## config.mk

```make
export PLATFORM = sky130hd
export DESIGN_NAME = dcr_chain_programmer
export DESIGN_NICKNAME = d
export VERILOG_FILES = /design/src/rtl/dcr_chain_programmer.sv
export SDC_FILE = /design/constraint.sdc
export NUM_CORES = 1
export LEC_CHECK = 0
export ABC_AREA = 0
export CAP_MARGIN = 25
export CORE_ASPECT_RATIO = 0.7
export CORE_UTILIZATION = 42
export DETAILED_ROUTE_END_ITERATION = 7
export PLACE_DENSITY = 0.82
export SLEW_MARGIN = 30
export SYNTH_ARGS = -nofsm -noshare
export SYNTH_HDL_FRONTEND = slang
export SYNTH_SLANG_ARGS = --single-unit
```

## constraint.sdc

```tcl
create_clock -name clk -period 2.17 [get_ports clk]
set_input_delay 0.3255 -clock clk [delete_from_list [all_inputs] [get_ports clk]]
set_output_delay 0.3255 -clock clk [all_outputs]
set_load 0.05 [all_outputs]
```

## src/rtl/dcr_chain_programmer.sv

```systemverilog
// dcr_chain_programmer
// Bit-bangs a parallel configuration word into the digital control register
// chain (sr_clk / sr_data) at CLK_DIV system clocks per sr_clk phase.
// Optional verify pass, enabled by defining DCR_READBACK_EN: the word is
// shifted a second time while the first copy is captured from sr_dout
// into readback, and mismatch flags any difference.
//
// state    | meaning
// ---------+--------------------------------------------------------------
// IDLE     | waiting for start; outputs parked
// SHIFT_LO | sr_clk low, sr_data presents shadow[idx]; readback sampled
// SHIFT_HI | sr_clk high, chain shifts on the rise
// FINISH   | one-cycle done pulse, mismatch resolved
module dcr_chain_programmer #(
  parameter int CHAIN_LEN = 34,
  parameter int CLK_DIV   = 2
) (
  input  logic                 clk,
  input  logic                 reset,
  input  logic                 start,
  input  logic [CHAIN_LEN-1:0] cfg_word,
  output logic                 busy,
  output logic                 done,
  output logic                 mismatch,
  output logic [CHAIN_LEN-1:0] readback,
  output logic                 sr_clk,
  output logic                 sr_data,
  input  logic                 sr_dout
);

  localparam int IW = (CHAIN_LEN > 1) ? $clog2(CHAIN_LEN) : 1;
  localparam int PW = (CLK_DIV > 1) ? $clog2(CLK_DIV) : 1;
  localparam logic [IW-1:0] IDX_LAST = IW'(CHAIN_LEN - 1);
  localparam logic [PW-1:0] PH_LOAD  = PW'(CLK_DIV - 1);

  typedef enum logic [1:0] {
    IDLE     = 2'd0,
    SHIFT_LO = 2'd1,
    SHIFT_HI = 2'd2,
    FINISH   = 2'd3
  } state_t;

  state_t               state_q, state_d;
  logic [CHAIN_LEN-1:0] shadow_q, shadow_d;
  logic [IW-1:0]        idx_q, idx_d;
  logic [IW-1:0]        idx_dec;
  logic [PW-1:0]        phase_q, phase_d;
  logic                 sr_clk_q, sr_clk_d;
  logic                 sr_data_q, sr_data_d;
  logic                 phase_tc;
  logic                 last_pass;
  logic                 hi_end_last_bit;

  // Phase timer is a down-counter; terminal count ends the current phase.
  assign phase_tc        = (phase_q == '0);
  assign idx_dec         = idx_q - IW'(1);
  assign hi_end_last_bit = (state_q == SHIFT_HI) && phase_tc && (idx_q == '0);

`ifdef DCR_READBACK_EN
  logic                 pass_q, pass_d;
  logic [1:0]           sync_q;
  logic                 sync_dout;
  logic                 sample_en;
  logic [CHAIN_LEN-1:0] readback_q, readback_d;
  logic                 mismatch_q, mismatch_d;

  assign sync_dout = sync_q[1];
  assign last_pass = pass_q;
  // Capture at the end of LO in the verify pass: by then the previous
  // rise is 2*CLK_DIV-1 cycles old, enough for the synchronizer.
  assign sample_en = (state_q == SHIFT_LO) && phase_tc && pass_q;

  // Two-flop synchronizer for the chain output.
  always_ff @(posedge clk) begin
    if (reset) begin
      sync_q <= '0;
    end else begin
      sync_q <= {sync_q[0], sr_dout};
    end
  end

  // Pass tracking, readback capture and mismatch resolution.
  always_comb begin
    pass_d     = pass_q;
    readback_d = readback_q;
    mismatch_d = mismatch_q;
    if ((state_q == IDLE) && start) begin
      pass_d     = 1'b0;
      mismatch_d = 1'b0;
    end else if (hi_end_last_bit && !pass_q) begin
      pass_d = 1'b1;
    end else if (hi_end_last_bit && pass_q) begin
      mismatch_d = (readback_q != shadow_q);
    end
    if (sample_en) begin
      readback_d[idx_q] = sync_dout;
    end
  end

  // Readback-side registers.
  always_ff @(posedge clk) begin
    if (reset) begin
      pass_q     <= 1'b0;
      readback_q <= '0;
      mismatch_q <= 1'b0;
    end else begin
      pass_q     <= pass_d;
      readback_q <= readback_d;
      mismatch_q <= mismatch_d;
    end
  end

  assign readback = readback_q;
  assign mismatch = mismatch_q;
`else
  logic unused_sr_dout;

  assign unused_sr_dout = sr_dout;
  assign last_pass      = 1'b1;
  assign readback       = '0;
  assign mismatch       = 1'b0;
`endif

  // Sequencer next-state and registered pin values.
  always_comb begin
    state_d   = state_q;
    shadow_d  = shadow_q;
    idx_d     = idx_q;
    phase_d   = phase_q;
    sr_clk_d  = sr_clk_q;
    sr_data_d = sr_data_q;
    unique case (state_q)
      IDLE: begin
        if (start) begin
          shadow_d  = cfg_word;
          idx_d     = IDX_LAST;
          phase_d   = PH_LOAD;
          sr_clk_d  = 1'b0;
          sr_data_d = cfg_word[CHAIN_LEN-1];
          state_d   = SHIFT_LO;
        end
      end
      SHIFT_LO: begin
        if (phase_tc) begin
          phase_d  = PH_LOAD;
          sr_clk_d = 1'b1;
          state_d  = SHIFT_HI;
        end else begin
          phase_d = phase_q - PW'(1);
        end
      end
      SHIFT_HI: begin
        if (!phase_tc) begin
          phase_d = phase_q - PW'(1);
        end else if (idx_q != '0) begin
          idx_d     = idx_dec;
          phase_d   = PH_LOAD;
          sr_clk_d  = 1'b0;
          sr_data_d = shadow_q[idx_dec];
          state_d   = SHIFT_LO;
        end else if (!last_pass) begin
          idx_d     = IDX_LAST;
          phase_d   = PH_LOAD;
          sr_clk_d  = 1'b0;
          sr_data_d = shadow_q[CHAIN_LEN-1];
          state_d   = SHIFT_LO;
        end else begin
          sr_clk_d = 1'b0;
          state_d  = FINISH;
        end
      end
      FINISH: begin
        state_d = IDLE;
      end
      default: begin
        state_d = IDLE;
      end
    endcase
  end

  // Sequencer registers.
  always_ff @(posedge clk) begin
    if (reset) begin
      state_q   <= IDLE;
      shadow_q  <= '0;
      idx_q     <= '0;
      phase_q   <= '0;
      sr_clk_q  <= 1'b0;
      sr_data_q <= 1'b0;
    end else begin
      state_q   <= state_d;
      shadow_q  <= shadow_d;
      idx_q     <= idx_d;
      phase_q   <= phase_d;
      sr_clk_q  <= sr_clk_d;
      sr_data_q <= sr_data_d;
    end
  end

  assign busy    = (state_q == SHIFT_LO) || (state_q == SHIFT_HI);
  assign done    = (state_q == FINISH);
  assign sr_clk  = sr_clk_q;
  assign sr_data = sr_data_q;

endmodule

```

==> flow_summary.ini, run 1 <==
[drt]
detail-route-antenna-nets = 0
dr.pass1.iters = 4
wl_per_cell_um = 13.0
drtIter0Drc = 90
drc = 0
drt-vias-per-instance = 4.97
vias = 2004
routed_wl_mm = 5.25

[placement]
numPortBuffers = 40
gp_congestion = 0.906
place.detailed.hpwl_mm = 3.94
dp.cells = 395

[cts]
cts.htree.levels = 2
clock_latency_ps = 300
cts-root-buf = clkbuf_8
cts_setup_buffers = 0
cts_sinks = 45
cts_inserted_buffers = 5
cts_tree = done
clk_pin_slew_worst_paths_ps = 80
max-clock-path-buffers = 2
cts_hold_buf = 0

[timing]
report.final.hold_viol_count = 0
clock.fmax_mhz = 497
period_share_pct = 92.6
fin_crit_ps = 2010
tns_ps = 0
finClkSkew_ps = 2.18
slew_violations = 0
worst_slew_pin_slew_ps = 527
rsz0062_at_grt = no
relSlewSlack_pct = 64.6
setup_viol = 0

[floorplanning]
start_util_pct = 45.4
io_pins = 77
die_h_um = 66.2
coreArea_sq_mm = 0.00545
row_count = 22
dieArea_sq_mm = 0.00621
die_w_um = 93.8

[grt]
grt_pass1_vias = 1901
antenna_found_initial = 0
grt_max_degree = 35
grt.overflow.total = 0
grtUsageTotal_pct = 17.8
grt_pass1_wl_mm = 8.45

[finish]
final_common_cell = nand2_1
instances_no_fill = 403
syn_to_final_growth_pct = 19.3
diodes = 0
num-nets-final = 374
drive_gt1_share_pct = 10.9
layout_common_cells = nand2_1, dfxtp_1, a21oi_1, clkdlybuf4s50_1, conb_1

[critical_path]
critPathKind = reg2reg
crit_path_end_kind = flip-flop
cp.arrival_ps = 2210
startpoint_type = flip-flop
crit_path_max_fanout = 8
cp.required_ps = 2370

[synth]
syn-mean-instance-area_sq_um = 8.53
ys_seq_area_share_pct = 36.4
synthesis.instances = 290
synth_seq_cells = 45
synth-edff-count = 0
netlist-cell-type-count = 50
async_reset_ff_share_pct = 0
synth.cell_area_sq_mm = 0.00247
ys.flop_type = dfxtp_1
ys_warn_count = 0

[run_status]
status = finished clean

[job]
maxCapViolations = 0

[power_and_ir_drop]
p_per_area_mw_per_mm2 = 1210
vdd.ir_drop.worst_mv = 0.445
power_leakage_uw = 0.00118
p_total_uw = 3570

[worst_hold_path]
hp-class = reg2reg
==> area by class of cell <==
type / count / area [sq um]
well taps: 72 / 90.1
fillers: 514 / 2500
flip-flops and latches: 45 / 902
clock buffers: 6 / 72.6
repair buffers: 49 / 463
inverters: 8 / 30.0
multi-input cells: 221 / 1360
clock inverters: 2 / 38.8
==> layer usage <==
layer  share of wire, %  vias up  track usage (%)  wire (um)
met2                 50       58             30.8       2640
li1                   -      991                -          -
met1                 43      946             21.3       2260
met3                4.8        9             3.91        254
met5                  0        -                0          0
met4                2.0        0             8.08        103
==> Yosys cell counts (all sizes together) (2+ instances only) <==
cell type	instances	area, sq um
dfxtp	45	901
or3	3	23.8
inv	8	30.0
ha	6	75.1
a21oi	40	204
o21ai	2	10.0
nand3b	3	22.5
nand2	72	270
mux2i	3	30.0
xnor2	2	17.5
o21a	2	15.0
a221oi	2	17.5
a311oi	2	23.8
nand2b	5	31.3
mux4	9	214
nor2	9	41.3
xor2	2	25.0
nor3b	2	15.0
buf	38	283
nor4	2	18.8
nor3	3	20.0
clkbuf	12	45.0
o31ai	2	15.0
==> through the flow <==
stage          worst slack [ps]  hold WS, ps  utilization (%)  instance area [sq um]
4_1_cts                    15.8          460             53.9                   2940
3_5_place_dp               25.3          448             51.9                   2830
3_3_place_gp               94.4          438             51.9                   2830
6_report                    160          461             54.2                   2950
5_1_grt                    53.4          478             54.2                   2950
2_1_floorplan              28.7          432                -                   2610
==> logic make-up (layout without fill, tap and decap cells) <==
| kind of cell | Yosys count | in the layout | synth area share, % |
|---|---|---|---|
| flops | 45 | 45 | 36.4 |
| compound gates | 58 | 58 | 14.4 |
| other cells | 1 | 35 | 0.152 |
| fa+ha+maj | 6 | 6 | 3.03 |
| simple gates | 105 | 105 | 19.5 |
| mux | 13 | 13 | 10.3 |
| buf+inv | 58 | 65 | 14.5 |
| xor+xnor | 4 | 4 | 1.72 |
==> sequential cells by signal (all words and copies together), names as in the netlist <==
name	count
shadow_q	34
idx_q	6
state_q	2
phase_q	1
sr_clk	1
sr_data	1
==> what timing repair did <==
item                                   CTS  global route
setup endpoints to repair                0             1
resized for setup                        0             2
endpoints found under the hold margin    0             0
==> path summary, 6_finish.rpt <==
check                      end  slack (ps)          from  cells past startpoint
setup / recovery      idx_q[0]         160    state_q[0]                      7
hold / removal    shadow_q[21]         460  shadow_q[21]                      2
setup reg to reg      idx_q[0]         160    state_q[0]                      7
hold reg to reg   shadow_q[21]         460  shadow_q[21]                      2
==> critical path: stages (launching register included) <==
cell and delay [ps]:
dfxtp_1 370, inv_1 120, ha_1 340, inv_1 150
or3_1 420, nand2b_1 260, mux2_2 220, nor2_1 30
==> power by group <==
| group | total [uW] | switching, uW | internal [uW] |
|---|---|---|---|
| registers | 1150 | 146 | 1010 |
| clock network | 633 | 287 | 346 |
| logic | 1780 | 1060 | 722 |
| total | 3570 | 1490 | 2070 |
(Power assumes the default switching activity.)
==> run 2: changes to the inputs <==
--- a/config.mk
+++ b/config.mk
@@ -10,8 +10,9 @@
 export CORE_ASPECT_RATIO = 0.7
 export CORE_UTILIZATION = 42
 export DETAILED_ROUTE_END_ITERATION = 7
+export GPL_ROUTABILITY_DRIVEN = 0
 export PLACE_DENSITY = 0.82
-export SLEW_MARGIN = 30
+export SLEW_MARGIN = 20
 export SYNTH_ARGS = -nofsm -noshare
 export SYNTH_HDL_FRONTEND = slang
 export SYNTH_SLANG_ARGS = --single-unit
==> results of run 2 <==
Same layout as run 1: the final DEF is identical, and so are final timing and power.
